--- config.mk ---
export PLATFORM = sky130hd
export DESIGN_NAME = id_ex_stage
export DESIGN_NICKNAME = d
export VERILOG_FILES = /design/src/rtl/id_ex_stage_pkg.sv /design/src/rtl/id_ex_stage_forwarding_unit.sv /design/src/rtl/id_ex_stage.sv
export SDC_FILE = /design/constraint.sdc
export NUM_CORES = 1
export LEC_CHECK = 0
export CAP_MARGIN = 20
export CORE_AREA = 2 2 247 249
export DETAILED_ROUTE_END_ITERATION = 12
export DIE_AREA = 0 0 249 251
export PLACE_DENSITY_LB_ADDON = 0.1
export SLEW_MARGIN = 20
export SYNTH_ARGS = -nofsm -noshare
export SYNTH_HDL_FRONTEND = slang
export SYNTH_SLANG_ARGS = --single-unit
--- constraint.sdc ---
create_clock -name clk -period 2.7 [get_ports clk]
set_clock_uncertainty 0.15 [all_clocks]
set_input_delay 0.81 -clock clk [delete_from_list [all_inputs] [get_ports clk]]
set_output_delay 0.81 -clock clk [all_outputs]
set_load 0.01 [all_outputs]
--- src/rtl/id_ex_stage_pkg.sv ---
// Shared definitions for the ID/EX pipeline stage.
//  - fwd_sel_t : operand source select driven to the execution-stage muxes
//  - XZR       : zero register index, never a real producer
//  - ctrl_t    : decoder control bundle, field order fixed here
//  - fwd_select: forwarding priority rule for one source operand
package id_ex_stage_pkg;

  typedef enum logic [1:0] {
    FWD_REG   = 2'b00,
    FWD_MEMWB = 2'b01,
    FWD_EXMEM = 2'b10
  } fwd_sel_t;

  localparam logic [4:0] XZR = 5'd31;

  typedef struct packed {
    logic       alu_src;
    logic       mem_read;
    logic       mem_write;
    logic       reg_write;
    logic       mem_to_reg;
    logic       branch;
    logic [1:0] alu_op;
  } ctrl_t;

  // EX/MEM is checked first because it holds the most recent producer.
  function automatic fwd_sel_t fwd_select(input logic [4:0] src,
                                          input logic [4:0] ex_rd,
                                          input logic       ex_we,
                                          input logic [4:0] wb_rd,
                                          input logic       wb_we);
    fwd_sel_t sel;
    sel = FWD_REG;
    if (ex_we && (ex_rd != XZR) && (ex_rd == src))
      sel = FWD_EXMEM;
    else if (wb_we && (wb_rd != XZR) && (wb_rd == src))
      sel = FWD_MEMWB;
    return sel;
  endfunction

endpackage

--- src/rtl/id_ex_stage_forwarding_unit.sv ---
// Combinational forwarding selects for the execution stage.
// Ports:
//  id_ex_rn, id_ex_rm     in  registered source indices of the instruction in EX
//  id_ex_alu_src          in  operand B comes from the immediate
//  ex_mem_rd/_reg_write   in  EX/MEM producer
//  mem_wb_rd/_reg_write   in  MEM/WB producer
//  forward_a, forward_b   out operand source selects
module forwarding_unit
  import id_ex_stage_pkg::*;
(
  input  logic [4:0] id_ex_rn,
  input  logic [4:0] id_ex_rm,
  input  logic       id_ex_alu_src,
  input  logic [4:0] ex_mem_rd,
  input  logic       ex_mem_reg_write,
  input  logic [4:0] mem_wb_rd,
  input  logic       mem_wb_reg_write,
  output logic [1:0] forward_a,
  output logic [1:0] forward_b
);

  always_comb begin
    forward_a = fwd_select(id_ex_rn, ex_mem_rd, ex_mem_reg_write,
                           mem_wb_rd, mem_wb_reg_write);
    forward_b = FWD_REG;
    // The B mux sits after the immediate select, so an immediate operand
    // must never be replaced by a forwarded value.
    if (!id_ex_alu_src)
      forward_b = fwd_select(id_ex_rm, ex_mem_rd, ex_mem_reg_write,
                             mem_wb_rd, mem_wb_reg_write);
  end

endmodule

--- src/rtl/id_ex_stage.sv ---
// ID/EX pipeline register with load-use hazard detection and forwarding.
// Ports:
//  clk, rst_n                     clock, asynchronous active-low reset
//  if_id_pc/_instruction          decode-stage PC and instruction
//  read_data_1/2, sign_extend_in  decode-stage operands and immediate
//  reg2loc                        1: second source is Rt [4:0], 0: Rm [20:16]
//  alu_src..branch, alu_op        decoder controls
//  flush                          kill the instruction entering EX
//  ex_mem_*, mem_wb_*             downstream producers for forwarding
//  id_ex_*                        registered stage contents (all-zero = bubble)
//  forward_a/b                    execution-stage operand selects
//  stall                          hold PC and IF/ID this cycle
module id_ex_stage
  import id_ex_stage_pkg::*;
#(
  parameter int unsigned DATA_W     = 64,
  parameter int unsigned INSTR_W    = 32,
  parameter int unsigned REG_ADDR_W = 5
) (
  input  logic                  clk,
  input  logic                  rst_n,
  input  logic [DATA_W-1:0]     if_id_pc,
  input  logic [INSTR_W-1:0]    if_id_instruction,
  input  logic [DATA_W-1:0]     read_data_1,
  input  logic [DATA_W-1:0]     read_data_2,
  input  logic [DATA_W-1:0]     sign_extend_in,
  input  logic                  reg2loc,
  input  logic                  alu_src,
  input  logic                  mem_read,
  input  logic                  mem_write,
  input  logic                  reg_write,
  input  logic                  mem_to_reg,
  input  logic                  branch,
  input  logic [1:0]            alu_op,
  input  logic                  flush,
  input  logic [REG_ADDR_W-1:0] ex_mem_rd,
  input  logic                  ex_mem_reg_write,
  input  logic [REG_ADDR_W-1:0] mem_wb_rd,
  input  logic                  mem_wb_reg_write,
  output logic [DATA_W-1:0]     id_ex_pc,
  output logic [DATA_W-1:0]     id_ex_read_data_1,
  output logic [DATA_W-1:0]     id_ex_read_data_2,
  output logic [DATA_W-1:0]     id_ex_sign_extend,
  output logic [INSTR_W-1:0]    id_ex_instruction,
  output logic [REG_ADDR_W-1:0] id_ex_rn,
  output logic [REG_ADDR_W-1:0] id_ex_rm,
  output logic [REG_ADDR_W-1:0] id_ex_rd,
  output logic                  id_ex_alu_src,
  output logic                  id_ex_mem_read,
  output logic                  id_ex_mem_write,
  output logic                  id_ex_reg_write,
  output logic                  id_ex_mem_to_reg,
  output logic                  id_ex_branch,
  output logic [1:0]            id_ex_alu_op,
  output logic [1:0]            forward_a,
  output logic [1:0]            forward_b,
  output logic                  stall
);

  logic [REG_ADDR_W-1:0] rn, rm_sel, rd;
  logic                  haz;
  ctrl_t                 ctrl_in, ctrl_q;

  assign rn      = if_id_instruction[9:5];
  assign rm_sel  = reg2loc ? if_id_instruction[4:0] : if_id_instruction[20:16];
  assign rd      = if_id_instruction[4:0];
  assign ctrl_in = {alu_src, mem_read, mem_write, reg_write, mem_to_reg, branch, alu_op};

  assign haz   = id_ex_mem_read && (id_ex_rd != XZR) &&
                 ((id_ex_rd == rn) || (id_ex_rd == rm_sel));
  // A flushed IF/ID instruction is wrong-path, so it must not hold the PC.
  assign stall = haz && !flush;

  always_ff @(posedge clk or negedge rst_n) begin
    if (!rst_n) begin
      id_ex_pc          <= '0;
      id_ex_read_data_1 <= '0;
      id_ex_read_data_2 <= '0;
      id_ex_sign_extend <= '0;
      id_ex_instruction <= '0;
      id_ex_rn          <= '0;
      id_ex_rm          <= '0;
      id_ex_rd          <= '0;
      ctrl_q            <= '0;
    end else if (flush) begin
      id_ex_pc          <= '0;
      id_ex_read_data_1 <= '0;
      id_ex_read_data_2 <= '0;
      id_ex_sign_extend <= '0;
      id_ex_instruction <= '0;
      id_ex_rn          <= '0;
      id_ex_rm          <= '0;
      id_ex_rd          <= '0;
      ctrl_q            <= '0;
    end else begin
      // Data fields load even on a bubble; only the controls are squashed.
      id_ex_pc          <= if_id_pc;
      id_ex_read_data_1 <= read_data_1;
      id_ex_read_data_2 <= read_data_2;
      id_ex_sign_extend <= sign_extend_in;
      id_ex_instruction <= if_id_instruction;
      id_ex_rn          <= rn;
      id_ex_rm          <= rm_sel;
      id_ex_rd          <= rd;
      ctrl_q            <= haz ? '0 : ctrl_in;
    end
  end

  assign id_ex_alu_src    = ctrl_q.alu_src;
  assign id_ex_mem_read   = ctrl_q.mem_read;
  assign id_ex_mem_write  = ctrl_q.mem_write;
  assign id_ex_reg_write  = ctrl_q.reg_write;
  assign id_ex_mem_to_reg = ctrl_q.mem_to_reg;
  assign id_ex_branch     = ctrl_q.branch;
  assign id_ex_alu_op     = ctrl_q.alu_op;

  forwarding_unit u_fwd (
    .id_ex_rn         (id_ex_rn),
    .id_ex_rm         (id_ex_rm),
    .id_ex_alu_src    (id_ex_alu_src),
    .ex_mem_rd        (ex_mem_rd),
    .ex_mem_reg_write (ex_mem_reg_write),
    .mem_wb_rd        (mem_wb_rd),
    .mem_wb_reg_write (mem_wb_reg_write),
    .forward_a        (forward_a),
    .forward_b        (forward_b)
  );

endmodule

==> results of run 1 <==
how the worst max path moves through the flow:
stage                        end  slack (ns)  cells after the start
floorplan                  stall       -0.03                      5
global placement           stall       -1.13                      7
detailed placement         stall       -1.12                      7
CTS                 forward_a[0]       -0.34                      4
global route        forward_a[0]       -0.27                      6
finish              forward_a[0]       -0.23                      6
report_power, final:
| group | leakage (nW) | switching, mW | internal, mW | total [mW] |
|---|---|---|---|---|
| Sequential | 3.87 | 0.0838 | 4.74 | 4.83 |
| Clock | 0.605 | 1.98 | 3.03 | 5.01 |
| Combinational | 3.77 | 0.644 | 1.04 | 1.68 |
| Total | 8.24 | 2.70 | 8.81 | 11.5 |
stage by stage:
step           setup slack (ns)  power [mW]  setup TNS (ns)  cell area (um2)  std cells
5_1_grt                  -0.272        12.1          -0.926            19200       2207
4_1_cts                  -0.341        11.8          -0.809            19100       2204
3_3_place_gp              -1.13        6.57           -7.02            17600       2127
6_report                 -0.227        11.5          -0.637            19200       2207
3_5_place_dp              -1.12        6.57           -7.58            17600       2127
2_1_floorplan           -0.0277        5.33         -0.0343            10200        716
cell usage in the layout, fill, tap and decap left out, types with 2 or more instances in the layout:
cell | synthesis | layout
a211oi_1 | 8 | 8
buf_12 | 0 | 7
buf_2 | 0 | 10
buf_4 | 10 | 47
buf_6 | 1 | 9
buf_8 | 0 | 2
clkbuf_1 | 33 | 9
clkbuf_16 | 0 | 39
clkbuf_8 | 0 | 11
clkdlybuf4s15_1 | 0 | 2
clkdlybuf4s15_2 | 0 | 3
clkdlybuf4s50_1 | 0 | 589
clkinv_2 | 0 | 4
dfrtp_1 | 301 | 293
dfrtp_2 | 0 | 8
dlygate4sd2_1 | 0 | 9
dlymetal6s2s_1 | 0 | 8
inv_1 | 9 | 9
mux2i_4 | 0 | 5
nand2_1 | 4 | 3
nand3_1 | 5 | 4
nand4_1 | 2 | 2
nor2_1 | 5 | 5
nor2b_1 | 288 | 288
nor4_2 | 0 | 4
o21ai_2 | 0 | 2
xnor2_1 | 21 | 3
xnor2_2 | 0 | 17
xor2_1 | 9 | 7
xor2_2 | 0 | 2
cell families (layout without fill, tap and decap cells):
group	Yosys count	in the layout	synth area share, %
simple gates	313	313	19.2
other cells	0	1	0
buf+inv	53	761	2.41
compound gates	14	14	0.975
xor+xnor	30	30	2.59
mux	5	5	0.568
flops	301	301	74.3
routing by layer:
layer  track usage, %  part of all wire, %  routed length (um)  up-vias
li1                 -                    -                   -     3552
met1             13.1                   35               14000     3757
met2             22.7                   52               20900      357
met3             6.43                   11                4520       64
met4             3.62                  2.0                 826       12
met5                0                 0.20                  79        -
layout make-up:
type                       count  area [um2]  share of cell area (%)
timing repair buffer         687        6810                    35.4
antenna                        1        2.50                  0.0130
clock inverter                 6        58.8                   0.306
clock buffer                  59        1160                    6.04
inverter                       9        33.8                   0.176
sequential                   301        7540                    39.2
multi-input combinational    362        2640                    13.7
tap                          782         978                    5.09
worst register-to-register path: stages (launching register included):
cell	delay [ns]
dfrtp_2	0.49
nand2_1	0.10
o21ai_2	0.09
buf_4	0.15
nor3_2	0.50
a211oi_1	0.17
synthesized netlist by cell type, drive strengths merged:
cell      n
a211oi    8
a21o      1
buf      11
clkbuf   33
dfrtp   301
inv       9
mux2i     5
nand2     4
nand3     5
nand4     2
nor2      5
nor2b   288
nor3      2
nor4      6
o21ai     3
o31a      1
o31ai     1
or4       1
xnor2    21
xor2      9
what timing repair did:
item                                    in CTS  in global routing
endpoints found under the setup margin       9                  7
buffers inserted                            12                  3
resized for setup                          111                 33
pin swaps                                   21                 12
==> out/metrics.cfg, run 1 <==
[clock_network]
clock_latency_ns = 0.53
cts_root_buf = clkbuf_16
cts_made_buffers = 38
clock-sinks = 301
cts_hold_buf = 0
htreeDepth = 2
cts_tree = built
clock_path_buffers = 3
clk_pin_slew_ns = 0.06

[setup_path]
path_cells = buf_6 -> buf_6 -> xor2_1 -> or4_4 -> nor4_4 -> buf_2
slowest_stage = or4_4
r2r-end = id_ex_alu_op[1]
cp-start-kind = input pin
r2r_slack_ns = 0.91
ff2ff_path_depth = 5
worstSetupEndpointType = primary output
critPathBufInv = 3
rr_startpoint = id_ex_rd[3]
cp.required_ns = 1.74
setup.worst_path.class = in -> out
slowest_delay_ns = 0.52
crit_fanout = 2
critPathArrivalTime_ns = 1.97
crit_start = mem_wb_rd[3]
cp_common_cell = buf_6
crit_family = simple AND/OR/NAND/NOR gates

[synth]
syn_avg_cell_area_um2 = 14.2
postSynthCellCount = 716
synth_seq_cells = 301
synthesis.area_um2 = 10100
yosys_warnings = 0
yosysSeqAreaShare_pct = 74.3
ys_types = 24
synth_area_leaders = dfrtp_1 (74%), nor2b_1 (18%), xnor2_1 (1.8%)
syn-num-nets = 1028
synth_area_leader_cell = dfrtp_1
synth_top_area_share_pct = 74.3

[global_routing]
grt-ovfl-total = 0
grt_pass1_wl_mm = 58.6
antenna_found_initial = 10
grt_max_degree = 185
grt_pass1_vias = 8536
grt_usage_pct = 12.7

[drt]
post-route-drc-count = 0
drt-wirelength-per-cell_um = 18.3
antenna_left = 0
viasPerCell = 3.51
routed_wl_mm = 40.3
drtIter0Drc = 244
dr_total_vias = 7742
dr.pass1.iters = 4

[final_layout]
fin_nets = 1711
final.fill_count = 6009
finalCoreUtilization_pct = 32.1
drive_gt1_share_pct = 12.6
synthToLayoutAreaGrowth_pct = 89.6

[timing]
fin_ws_ns = -0.227
finalHoldViolCount = 0
fin_crit_ns = 2.93
slew-limit-headroom_pct = 26.8
tightest_slew_ns = 1.10
final-setup-viol-count = 4
rsz0062_at_grt = true
slew_viol_final = 0
fmaxAchievable_mhz = 342
period_share_pct = 108
fin_hold_ws_ns = 0.0237

[floorplan]
io_pins = 628
core-area_um2 = 59800
dieArea_um2 = 62500
initial_utilization_pct = 17.0
die_y_um = 251
die_w_um = 249
placementRows = 90

[place]
hpwl_mm = 30.3
numPortBuffers = 627
gp_congestion = 0.799

[hold_path]
min_path_type = in -> async

[power]
irDropWorstVdd_mv = 0.395
power_density_nw_per_um2 = 599
p_leak_nw = 8.24

[outcome]
violations = negative setup slack
status = finished with violations

[flow_run]
maxCapViolCount = 0

Note: power is estimated with default switching activity, not from simulation.
==> inputs of run 2 (changes only) <==
- CAP_MARGIN: 20 -> 15
- CTS_CLUSTER_DIAMETER: default -> 80
- PLACE_DENSITY: default -> 0.54
- PLACE_DENSITY_LB_ADDON: 0.1 -> default
==> run 2 against run 1 <==
Compared with the run above: the run still ends with negative setup slack left; flip-flop and latch count stayed put; non-clock buffer count grew 2; sequential power about the same; register-to-register slack got worse by 0.09 ns; utilization increased by 0.10 points; clock power about the same; critical path depth is the same; critical path type is now reg -> out; critical endpoint unchanged.
==> out/metrics.cfg, run 2 (synthesized netlist as in run 1, its figures left out) <==
[outcome]
status = finished with violations
violations = negative setup slack

[power]
p_leak_nw = 8.29  ; +0.61%
total_power_mw = 11.5  ; -0.11%
irDropWorstVdd_mv = 0.469  ; +19%
power_density_nw_per_um2 = 596  ; -0.44%

[clock_network]
clock_latency_ns = 0.53  ; about the same
clock_path_buffers = 3  ; unchanged
cts_made_buffers = 39  ; +2.6%
clock-sinks = 301  ; unchanged
cts_root_buf = clkbuf_16
cts_tree = built
htreeDepth = 2  ; unchanged
clk_pin_slew_ns = 0.06  ; about the same

[global_routing]
grt_usage_pct = 11.8  ; -0.96 points
grt_pass1_vias = 8551  ; +0.18%
grt-ovfl-total = 0  ; unchanged
grt_pass1_wl_mm = 55.2  ; -5.9%
grt_max_degree = 109  ; -41%
antenna_found_initial = 6  ; -4

[timing]
period_share_pct = 108  ; -0.42 points
fin_tns_setup_ns = -0.744  ; -0.107 ns
fin_hold_ws_ns = 0.424  ; +0.400 ns
fin_crit_ns = 2.92  ; -0.0112 ns
slew_viol_final = 0  ; unchanged
finalHoldViolCount = 0  ; unchanged
slew-limit-headroom_pct = 57.8  ; +31 points
fmaxAchievable_mhz = 343  ; +0.39%
tightest_slew_ns = 0.630  ; -0.468 ns
fin_ws_ns = -0.216  ; +0.0112 ns
final-setup-viol-count = 4  ; unchanged
rsz0062_at_grt = true

[drt]
routed_wl_mm = 37.7  ; -6.6%
dr_total_vias = 7815  ; +0.94%
antenna_left = 0  ; unchanged
viasPerCell = 3.53  ; +0.67%
post-route-drc-count = 0  ; unchanged
drtIter0Drc = 206  ; -16%
dr.pass1.iters = 4  ; unchanged
drt-wirelength-per-cell_um = 17.0  ; -6.8%

[final_layout]
final_cell_mix = clkdlybuf4s50_1 (587), dfrtp_1 (300), nor2b_1 (288), buf_4 (47), clkbuf_16 (39)
final.fill_count = 5958  ; -0.85%
fin_nets = 1714  ; +0.18%
layout_commonest_cell = clkdlybuf4s50_1
synthToLayoutAreaGrowth_pct = 90.2
drive_gt1_share_pct = 12.5  ; -0.18 points
instances_no_fill = 2213  ; +0.27%

[floorplan]
core-area_um2 = 59800  ; unchanged
io_pins = 628  ; unchanged
die_w_um = 249  ; unchanged
die_y_um = 251  ; unchanged
placementRows = 90  ; unchanged
initial_utilization_pct = 17.0  ; unchanged
dieArea_um2 = 62500  ; unchanged

[place]
dp_slack_ns = -1.07  ; +0.0441 ns
hpwl_mm = 29.0  ; -4.5%
numPortBuffers = 627  ; unchanged
gp_congestion = 0.828  ; +3.7%
place_inst = 2127  ; unchanged

[setup_path]
worstSetupEndpointType = primary output
cp-start-kind = register
critPathArrivalTime_ns = 1.96  ; about the same
cp.required_ns = 1.74  ; about the same
setup.worst_path.class = reg -> out
crit_fanout = 3  ; +1

[flow_run]
maxCapViolCount = 0  ; unchanged

[hold_path]
min_path_type = in -> reg

==> run 2: layout make-up <==
class                      instances  area, um2  share of cell area [%]
antenna                            2       5.00                  0.0260
clock inverter                    14        144                   0.746
sequential                       301       7530                    39.1
multi-input combinational        362       2660                    13.8
clock buffer                      54       1080                    5.61
timing repair buffer             689       6850                    35.5
tap                              782        978                    5.07
inverter                           9       33.8                   0.175
==> run 2: critical path, cell delays in order, from the launching register on <==
cell	delay [ns]
dfrtp_1	0.41
buf_4	0.16
xnor2_2	0.16
nand3_2	0.13
nor4_4	0.33
nor4_4	0.09
buf_2	0.15
==> run 2: final timing paths <==
check                                startpoint  slack (ns)  cells past startpoint                     to
setup reg to reg                    id_ex_rd[2]        0.82                      5        id_ex_mem_write
hold reg to reg                     id_ex_rd[0]        0.90                      4           id_ex_branch
max in group asynchronous                 rst_n        1.10                      4           id_ex_pc[46]
hold / removal             if_id_instruction[5]        0.42                      2            id_ex_rn[0]
setup / recovery                    id_ex_rn[0]       -0.22                      6           forward_a[0]
min in group asynchronous                 rst_n        0.61                      2  id_ex_read_data_1[40]
==> run 2: report_power, final <==
part	switching (mW)	total (mW)	internal [mW]
clock	1.98	4.98	3.01
sequential	0.0840	4.83	4.74
combinational	0.656	1.69	1.04
total	2.72	11.5	8.79
==> run 2: per-layer routing <==
layer	share of wire, %	track usage [%]	vias to the layer above	wire (um)
met5	0.069	0	-	26
met4	2.7	4.00	4	1020
met1	37	12.6	3820	13800
li1	-	-	3569	-
met2	51	21.0	364	19400
met3	9.1	4.75	58	3430
==> run 2: per-stage QoR <==
step | util [%] | area [um2]
after floorplan | - | 10200
after global placement | 29.6 | 17700
after detailed placement | 29.6 | 17700
after CTS | 32.0 | 19100
after global routing | 32.2 | 19300
final | 32.3 | 19300
==> run 2: repair_timing <==
action / 4_1_cts / 5_1_grt
endpoints found under the hold margin: 22 / 0
setup buffers: 9 / 6
hold buffers: 1 / 0
gates resized for setup: 101 / 38
setup endpoints to repair: 5 / 7
pin swaps: 18 / 19
